[src/rtl/deser_pkg.sv]
// Shared definitions for the aligned serial-to-parallel deserializer.
// Latency: n/a (types and constants only).
// Backpressure: n/a.
//
// Holds the alignment FSM state encoding, the state and counter widths,
// and the default alignment (comma) word.
package deser_pkg;

    localparam int STATE_W = 2;

    // Counters only need to reach 15 (largest LOCK_COUNT / LOSS_COUNT).
    localparam int CNT_W = 4;

    typedef enum logic [STATE_W-1:0] {
        SEARCH   = 2'd0,
        ALIGNING = 2'd1,
        LOCKED   = 2'd2
    } deser_state_e;

    localparam logic [7:0] COMMA_DEFAULT = 8'hBC;

endpackage

[src/rtl/deser_fsm.sv]
// Word-alignment FSM: hunts for the comma, confirms LOCK_COUNT aligned commas, then tracks lock.
// Latency: decision strobes are combinational on the current sample; state updates on that edge.
// Backpressure: none; one bit arrives every clock and must be consumed.
//
// Ports:
//   clk_i, rst_ni   clock and asynchronous active-low reset
//   match_i         the window including this edge's bit equals the comma
//   boundary_i      this edge completes a word at the current alignment
//   sync_o          restart the word boundary here (comma found while searching)
//   lock_o          lock acquired on this edge
//   unlock_o        lock lost on this edge (only with DESER_RELOCK_EN)
//   emit_o          this edge completes a non-comma data word while locked
//
// Optional feature: define DESER_RELOCK_EN to drop lock after LOSS_COUNT
// consecutive word intervals that each contained a comma at the wrong offset.
module deser_fsm
    import deser_pkg::*;
#(
    parameter int LOCK_COUNT = 4,
    parameter int LOSS_COUNT = 3
) (
    input  logic clk_i,
    input  logic rst_ni,
    input  logic match_i,
    input  logic boundary_i,
    output logic sync_o,
    output logic lock_o,
    output logic unlock_o,
    output logic emit_o
);

    deser_state_e     state_q;
    logic [CNT_W-1:0] comma_cnt_q;
    logic             go_lock;
    logic             lose;

`ifdef DESER_RELOCK_EN
    logic [CNT_W-1:0] mis_cnt_q;
    logic             mis_seen_q;   // a comma appeared off-boundary in the current interval

    assign lose = (state_q == LOCKED) && boundary_i && mis_seen_q &&
                  (mis_cnt_q == CNT_W'(LOSS_COUNT - 1));
`else
    // Lock can only be left through reset in this build; the term is
    // constant false for every legal LOSS_COUNT.
    assign lose = (LOSS_COUNT < 1) && 1'b0;
`endif

    assign go_lock  = (state_q == ALIGNING) && boundary_i && match_i &&
                      (comma_cnt_q == CNT_W'(LOCK_COUNT - 1));
    assign sync_o   = (state_q == SEARCH) && match_i;
    assign lock_o   = go_lock;
    assign unlock_o = lose;
    // A data word landing on the same edge as loss of lock is not trusted.
    assign emit_o   = (state_q == LOCKED) && boundary_i && !match_i && !lose;

    always_ff @(posedge clk_i or negedge rst_ni) begin
        if (!rst_ni) begin
            state_q     <= SEARCH;
            comma_cnt_q <= '0;
`ifdef DESER_RELOCK_EN
            mis_cnt_q   <= '0;
            mis_seen_q  <= 1'b0;
`endif
        end else begin
            case (state_q)
                SEARCH: begin
                    if (match_i) begin
                        comma_cnt_q <= CNT_W'(1);
                        state_q     <= ALIGNING;
                    end
                end
                ALIGNING: begin
                    if (boundary_i) begin
                        if (match_i) begin
                            comma_cnt_q <= comma_cnt_q + 1'b1;
                            if (go_lock) begin
                                state_q <= LOCKED;
                            end
                        end else begin
                            comma_cnt_q <= '0;
                            state_q     <= SEARCH;
                        end
                    end
                end
                LOCKED: begin
`ifdef DESER_RELOCK_EN
                    if (boundary_i) begin
                        mis_seen_q <= 1'b0;
                        if (lose) begin
                            state_q     <= SEARCH;
                            comma_cnt_q <= '0;
                            mis_cnt_q   <= '0;
                        end else if (mis_seen_q) begin
                            mis_cnt_q <= mis_cnt_q + 1'b1;
                        end else begin
                            mis_cnt_q <= '0;
                        end
                    end else if (match_i) begin
                        mis_seen_q <= 1'b1;
                    end
`endif
                end
                default: begin
                    state_q <= SEARCH;
                end
            endcase
        end
    end

endmodule

[src/rtl/deserializador_alineado.sv]
// Aligned serial-to-parallel deserializer: MSB-first bits in, comma-aligned WIDTH-bit words out.
// Latency: data_out/valid_out update on the same edge that samples the last bit of a word.
// Backpressure: none; valid_out is a one-cycle strobe and the consumer must take it.
//
// Ports:
//   clk_32f    bit clock, rising edge
//   reset_L    asynchronous active-low reset
//   data_in    serial data, one bit per edge, MSB first
//   data_out   last received non-comma word (held between strobes)
//   valid_out  data_out was updated on this edge
//   active     high while word alignment is locked
//
// Optional feature: define DESER_RELOCK_EN so a locked link that keeps seeing
// commas at the wrong offset falls back to searching.
module deserializador_alineado
    import deser_pkg::*;
#(
    parameter int               WIDTH      = 8,
    parameter logic [WIDTH-1:0] COMMA      = WIDTH'(COMMA_DEFAULT),
    parameter int               LOCK_COUNT = 4,
    parameter int               LOSS_COUNT = 3
) (
    input  logic             clk_32f,
    input  logic             reset_L,
    input  logic             data_in,
    output logic [WIDTH-1:0] data_out,
    output logic             valid_out,
    output logic             active
);

    localparam int BCW = $clog2(WIDTH);

    logic [WIDTH-1:0] window_q, window_d;
    logic [BCW-1:0]   bit_cnt_q, bit_cnt_d;
    logic [WIDTH-1:0] data_q, data_d;
    logic             valid_q, valid_d;
    logic             active_q, active_d;

    logic match;
    logic boundary;
    logic sync;
    logic lock;
    logic unlock;
    logic emit;

    // Decisions look at the window including the bit sampled on this edge,
    // which is what gives zero-edge latency after a word's last bit.
    assign window_d = {window_q[WIDTH-2:0], data_in};
    assign match    = (window_d == COMMA);
    assign boundary = (bit_cnt_q == BCW'(WIDTH - 1));

    deser_fsm #(
        .LOCK_COUNT (LOCK_COUNT),
        .LOSS_COUNT (LOSS_COUNT)
    ) u_fsm (
        .clk_i      (clk_32f),
        .rst_ni     (reset_L),
        .match_i    (match),
        .boundary_i (boundary),
        .sync_o     (sync),
        .lock_o     (lock),
        .unlock_o   (unlock),
        .emit_o     (emit)
    );

    always_comb begin
        bit_cnt_d = bit_cnt_q + 1'b1;
        // A comma found while searching defines the boundary on this edge.
        if (sync || boundary) begin
            bit_cnt_d = '0;
        end

        data_d  = emit ? window_d : data_q;
        valid_d = emit;

        active_d = active_q;
        if (lock) begin
            active_d = 1'b1;
        end else if (unlock) begin
            active_d = 1'b0;
        end
    end

    always_ff @(posedge clk_32f or negedge reset_L) begin
        if (!reset_L) begin
            window_q  <= '0;
            bit_cnt_q <= '0;
            data_q    <= '0;
            valid_q   <= 1'b0;
            active_q  <= 1'b0;
        end else begin
            window_q  <= window_d;
            bit_cnt_q <= bit_cnt_d;
            data_q    <= data_d;
            valid_q   <= valid_d;
            active_q  <= active_d;
        end
    end

    assign data_out  = data_q;
    assign valid_out = valid_q;
    assign active    = active_q;

endmodule

[config.mk]
export PLATFORM = sky130hd
export DESIGN_NAME = deserializador_alineado
export DESIGN_NICKNAME = d
export VERILOG_FILES = /design/src/rtl/deser_pkg.sv /design/src/rtl/deser_fsm.sv /design/src/rtl/deserializador_alineado.sv
export SDC_FILE = /design/constraint.sdc
export NUM_CORES = 1
export LEC_CHECK = 0
export ABC_AREA = 1
export BUFFER_PORTS_ARGS = -buffer_cell sky130_fd_sc_hd__buf_4
export CORE_MARGIN = 4
export CORE_UTILIZATION = 50
export CTS_BUF_LIST = sky130_fd_sc_hd__clkbuf_2 sky130_fd_sc_hd__clkbuf_4 sky130_fd_sc_hd__clkbuf_8
export CTS_CLUSTER_DIAMETER = 40
export DETAILED_ROUTE_END_ITERATION = 16
export PLACE_DENSITY = 0.73
export SYNTH_ARGS = -nofsm -noshare
export SYNTH_HDL_FRONTEND = slang
export SYNTH_SLANG_ARGS = --single-unit
[constraint.sdc]
create_clock -name clk_32f -period 1.3 [get_ports clk_32f]
set_clock_uncertainty 0.2 [all_clocks]
set_input_delay 0.195 -clock clk_32f [delete_from_list [all_inputs] [get_ports clk_32f]]
set_output_delay 0.195 -clock clk_32f [all_outputs]
set_load 0.01 [all_outputs]
==> results of run 1 <==
==> power by group <==
| group | internal (mW) | total, mW | switching [mW] |
|---|---|---|---|
| clock network | 0.109 | 0.329 | 0.220 |
| registers | 0.833 | 0.849 | 0.0165 |
| logic | 0.0769 | 0.137 | 0.0598 |
| total | 1.02 | 1.31 | 0.296 |
==> cell families (layout without fill, tap and decap cells) <==
kind of cell | after synthesis | count (layout) | share of synthesized area [%]
xor gates and xnor gates | 2 | 2 | 1.542
DFF | 26 | 26 | 57.27
buffers and inverters | 12 | 56 | 5.397
AOI/OAI and AO/OA | 6 | 6 | 3.634
and+or+nand+nor | 59 | 59 | 28.86
adders and majority gates | 3 | 3 | 3.304
==> per-layer routing <==
metal  share of wire (%)  track usage (%)  vias to the layer above
li1                    -                -                      432
met2                  53            25.84                       17
met4                0.64            4.167                        0
met1                  41            19.94                      425
met3                 5.5            6.265                        2
met5                   0                0                        -
==> cells in the final DEF (no fill, tap or decap), drive strengths merged <==
cell type,netlist,final
dlygate4sd3,0,2
dfrtp,26,26
xor2,2,2
inv,11,11
clkbuf,0,3
nor3b,1,1
nand4,2,2
buf,1,40
a21oi,1,1
nand3,10,10
ha,3,3
nor2,9,9
o21ai,5,5
nand2,37,37
==> final timing paths <==
check                       startpoint                    to  slack, ns  cells after the start
hold reg to reg            window_q[5]           window_q[6]       0.23                      0
setup reg to reg           window_q[0]  u_fsm.comma_cnt_q[1]      -0.17                      8
hold / removal                 data_in           data_out[0]       0.04                      4
max in group asynchronous      reset_L  u_fsm.comma_cnt_q[1]       0.56                      2
min in group asynchronous      reset_L           data_out[3]       0.10                      2
setup / recovery           window_q[0]  u_fsm.comma_cnt_q[1]      -0.17                      8
==> registers in the layout, summed over array words and instances (netlist names) <==
signal and cells:
u_fsm.state_q 2, u_fsm.comma_cnt_q 4, active 1, valid_out 1
window_q 7, bit_cnt_q 3, data_out 8
==> cell type report <==
class / count / share of cell area [%]
Tap cell: 27 / 2.091
Clock buffer: 3 / 1.394
Inverter: 11 / 3.021
Sequential cell: 26 / 40.28
Timing Repair Buffer: 42 / 21.69
Multi-Input combinational cell: 70 / 31.53
==> through the flow <==
step / utilization, % / instances / power, mW
2_1_floorplan: - / 108 / 0.8993
3_3_place_gp: 66.69 / 160 / 0.9664
3_5_place_dp: 66.69 / 160 / 0.9689
4_1_cts: 73.42 / 170 / 1.303
5_1_grt: 78.34 / 179 / 1.384
6_report: 78.34 / 179 / 1.315
==> worst max-delay path: stages, from the launching register on <==
cell,delay (ns)
dfrtp_1,0.41
inv_2,0.06
nand2_2,0.06
nor2_4,0.14
buf_6,0.12
nand3_4,0.11
nand2_4,0.14
nor2_2,0.05
a21oi_2,0.10
==> timing repair <==
action | CTS | global route
hold buffers | 2 | 0
hold endpoints to repair | 27 | 0
setup buffers | 5 | 9
setup endpoints to repair | 20 | 28
cloned | 0 | 0
pin swaps | 7 | 3
gates resized for setup | 16 | 10
==> run_results.csv, run 1 <==
group,metric,value,unit
timing,fmax,679.7,MHz
worst_setup_path,required,1.35,ns
synth,syn_avg_cell_area,10.52,sq um
cts,ctsRootBufferMaster,"clkbuf_4",
floorplanning,die_w,55.67,microns
synth,syn_nets,114,
synth,yosysTopAreaCellShare,57.27,%
synth,yosys_warnings,0,
power_and_ir_drop,ir_drop,0.8226,mV
global_route,overflow,0,
worst_setup_path,critPathCaptureType,"flip-flop",
final_layout,antenna_cells,0,
power_and_ir_drop,power.leakage,0.8200,nW
place,place_congestion,0.8183,
final_layout,design_area,0.001615,sq mm
run,maxCapViolCount,0,
synth,ys_ff_latch,26,
route,viasPerCell,4.894,
route,first_pass_iters,4,
final_layout,fill_cells,125,
synth,synth_flop_cell,"dfrtp_1",
timing,rsz0062_at_grt,"true",
place,place_ws,-0.2535,ns
power_and_ir_drop,p_per_area,813.9,mW/mm^2
floorplanning,row_count,16,
cts,clkLatencyLatePin,0.32,ns
place,place_area,0.001375,sq mm
worst_setup_path,cp-start-kind,"flip-flop",
run_status,status,"complete, but fails checks",
timing,min_period_over_period,113.2,%
route,wl_per_cell,13.04,microns
final_layout,multi_input_area,509.2,sq um
synth,synthTopCellsByCount,"dfrtp_1, nand2_1, nand2_2, nand3_1",
synth,async_flop_share,100.0,%
floorplanning,ios,13,
cts,cts_buffers,3,
worst_setup_path,worstPathArrival,1.52,ns
timing,min_period,1.471,ns
global_route,grt_max_degree,27,
global_route,grt_pass1_wl,3836,microns
final_layout,regArea,650.6,sq um
timing,max_slew_margin,78.91,%
cts,cts_tree,"built",
timing,hold_viol_final,0,
timing,hold_ws,0.04161,ns
synth,synth.most_common_cell,"dfrtp_1",
floorplanning,initial_core_util,55.10,%
worst_setup_path,path_max_fanout,7,
synth,yosysTopAreaCell,"dfrtp_1",
final_layout,nets,160,
place,hpwlAfterDp,1567,microns
synth,netlist_area,0.001136,sq mm
route,wirelength,2335,microns
synth,synth_edf_count,0,
timing,tightest_slew,0.3164,ns
route,drc_errors,0,
final_layout,drive_gt1_share,54.61,%
synth,ys_seq_area_share,57.27,%
run_status,violations,"negative setup slack",
final_layout,area_delta_synth_final,42.18,%
timing,slew_violations,0,
global_route,grt_usage,16.00,%
route,drtIter0Drc,16,
synth,syn_inst,108,
timing,setup_viol_count_final,18,
floorplanning,core-area,0.002062,sq mm
synth,yosysUniqueCellTypes,20,
cts,htree_num_levels,1,
global_route,antenna_found_initial,0,
route,vias,876,
place,port_buffers,12,
cts,cts.sinks,26,
timing,fin_tns_setup,-2.181,ns
floorplanning,die-area,0.003099,sq mm
min_path,worstHoldPathType,"in2reg",
worst_setup_path,critPathKind,"reg2reg",
route,postRouteAntennaNets,0,
synth,synthTopCellsByArea,"dfrtp_1, nand2_1, nand2_2",
floorplanning,die_h,55.67,microns
global_route,grt_pass1_vias,812,
timing,fin_ws,-0.1712,ns
cts,clk_pin_slew,0.13,ns
cts,clk_path_buf_depth,2,
(Power assumes the default switching activity.)
==> run 2: changes to the inputs <==
--- a/config.mk
+++ b/config.mk
@@ -16,3 +16,4 @@
 export SYNTH_ARGS = -nofsm -noshare
 export SYNTH_HDL_FRONTEND = slang
 export SYNTH_SLANG_ARGS = --single-unit
+export TNS_END_PERCENT = 1
==> run_results.csv, run 2 (synthesis results as in run 1) <==
group,metric,value,unit
run_status,status,"complete, but fails checks",
run_status,violations,"negative setup slack",
timing,max_slew_margin,78.55,%
floorplanning,die_w,55.67,microns
worst_setup_path,path_max_fanout,7,
power_and_ir_drop,power.total,1.527,mW
worst_setup_path,path_buf_inv,2,
timing,setup_viol_count_final,19,
place,dp.cells,166,
power_and_ir_drop,p_per_area,966.8,mW/mm^2
timing,fin_ws,-0.2009,ns
route,wirelength,2305,microns
cts,cts_buffers,3,
power_and_ir_drop,p_int,1.208,mW
worst_setup_path,critPathTopFamily,"simple AND/OR/NAND/NOR gates",
timing,hold_viol_final,0,
timing,tightest_slew,0.3217,ns
min_path,min_path_cells,4,
timing,rsz0062_at_grt,"true",
power_and_ir_drop,pwr-share-comb,7.7,%
worst_setup_path,crit_slowest_cell,"dfrtp_1",
timing,min_period_over_period,115.5,%
power_and_ir_drop,switchingPower,0.3188,mW
cts,clk_path_buf_depth,2,
worst_setup_path,crit_chain,"inv_2 > nand2_2 > nor2_4 > buf_6 > nand3_4 > nand2_2 > nand2_1 > nand3_1 > nand2_1",
floorplanning,ios,13,
place,place_congestion,0.9600,
worst_setup_path,critPathKind,"reg2reg",
cts,clkLatencyLatePin,0.32,ns
run,maxCapViolCount,0,
cts,htree_num_levels,1,
worst_setup_path,reg2reg_from,"window_q[0]",
global_route,overflow,0,
cts,ctsRootBufferMaster,"clkbuf_4",
final_layout,final_cells,172,
min_path,worstHoldStart,"data_in",
global_route,grt_usage,17.15,%
floorplanning,die_h,55.67,microns
route,drc_errors,0,
place,hpwlAfterDp,1585,microns
worst_setup_path,rr_worst_depth,9,
global_route,grt_pass1_wl,4236,microns
timing,fmax,666.3,MHz
cts,clk_pin_slew,0.15,ns
timing,slew_violations,0,
route,first_pass_iters,4,
worst_setup_path,cp-start-kind,"flip-flop",
global_route,grt_pass1_vias,934,
min_path,hold_end,"data_out[0]",
floorplanning,initial_core_util,55.10,%
cts,cts_setup_buffers,0,
route,viasPerCell,4.936,
final_layout,largest_reg_flops,8,
final_layout,fill_cells,145,
power_and_ir_drop,power_frac_clock,36.5,%
floorplanning,row_count,16,
cts,cts.sinks,26,
worst_setup_path,worstPathArrival,1.53,ns
final_layout,drive_gt1_share,48.28,%
floorplanning,core-area,0.002062,sq mm
final_layout,area_delta_synth_final,38.99,%
power_and_ir_drop,sw_frac_of_total,20.89,%
final_layout,mostFrequentLayoutCells,"dfrtp_1, nand2_1, buf_4",
power_and_ir_drop,power.leakage,0.8052,nW
worst_setup_path,critPathMaxStageDelay,0.43,ns
route,vias,849,
final_layout,nets,152,
cts,cts_tree,"built",
worst_setup_path,critPathCaptureType,"flip-flop",
global_route,grt_max_degree,27,
floorplanning,die-area,0.003099,sq mm
worst_setup_path,required,1.32,ns
power_and_ir_drop,pwr-share-seq,55.9,%
timing,min_period,1.501,ns
global_route,antenna_found_initial,0,
worst_setup_path,r2r_slack,-0.20,ns
worst_setup_path,worstReg2RegEnd,"u_fsm.state_q[0]",
route,wl_per_cell,13.40,microns
final_layout,mostFrequentLayoutCell,"dfrtp_1",
route,postRouteAntennaNets,0,
route,drtIter0Drc,22,
power_and_ir_drop,ir_drop,0.6639,mV
final_layout,antenna_cells,0,
min_path,worstHoldPathType,"in2reg",
place,port_buffers,12,
-- run 2: cell types whose count changed in the layout (fill, tap and decap cells not counted), sizes merged --
cell / previous run / this run
buf: 40 / 32
bufinv: 0 / 1
-- run 2: how the worst max path moves through the flow --
stage	slack [ns]	depth (start not counted)	endpoint	startpoint
floorplan	-0.06	6	data_out[1]	bit_cnt_q[0]
CTS	-0.18	9	u_fsm.state_q[0]	window_q[0]
detailed placement	-0.17	6	data_out[0]	bit_cnt_q[0]
global route	-0.28	8	u_fsm.comma_cnt_q[1]	window_q[0]
finish	-0.20	9	u_fsm.state_q[0]	window_q[0]
global placement	-0.13	6	data_out[0]	bit_cnt_q[0]
-- run 2: per-layer routing --
layer | up-vias | GRT usage, % | part of all wire (%)
met4 | 0 | 8.333 | 1.7
met1 | 410 | 22.85 | 44
met5 | - | 0 | 0
li1 | 417 | - | -
met3 | 4 | 2.088 | 3.5
met2 | 18 | 27.53 | 50
-- run 2: per-stage QoR --
stage               util (%)  hold slack (ns)  worst slack, ns  TNS, ns  instance area (sq um)
finish                 76.58          0.02864          -0.2009   -2.546                   1579
global route           76.58          0.06005          -0.2790   -4.140                   1579
CTS                    74.82          0.02806          -0.1826   -2.503                   1543
detailed placement     69.72         -0.08050          -0.1702   -2.459                   1438
global placement       69.72         -0.08709          -0.1302   -1.471                   1438
floorplan                  -          -0.3006         -0.05653  -0.4930                   1159
-- run 2: area by class of cell --
type,instances,area [sq um],area share [%]
multi-input combinational,70,479.2,30.35
timing repair buffer,34,319.1,20.21
clock inverter,1,30.03,1.902
tap,27,33.78,2.139
inverter,11,43.79,2.773
clock buffer,3,22.52,1.426
sequential,26,650.6,41.20
-- run 2: repair_timing --
action                                  4_1_cts  5_1_grt
cloned                                        0        0
endpoints found under the setup margin       20       27
hold buffers                                  2        0
pin swaps                                     2        0
endpoints found under the hold margin        27        0
gates resized for setup                      10       10
-- run 2: power by group through the flow --
stage	logic, mW	clock network [mW]	registers (mW)
floorplan	0.0286	0	0.870
global placement	0.101	0	0.864
detailed placement	0.104	0	0.865
CTS	0.111	0.560	0.850
global route	0.130	0.602	0.857
finish	0.117	0.557	0.853
-- run 2: tightest hold or removal path: cells and delay by family --
kind	cells	cell delay (ns)
buffers and inverters	3	0.28
AOI/OAI and AO/OA	1	0.05
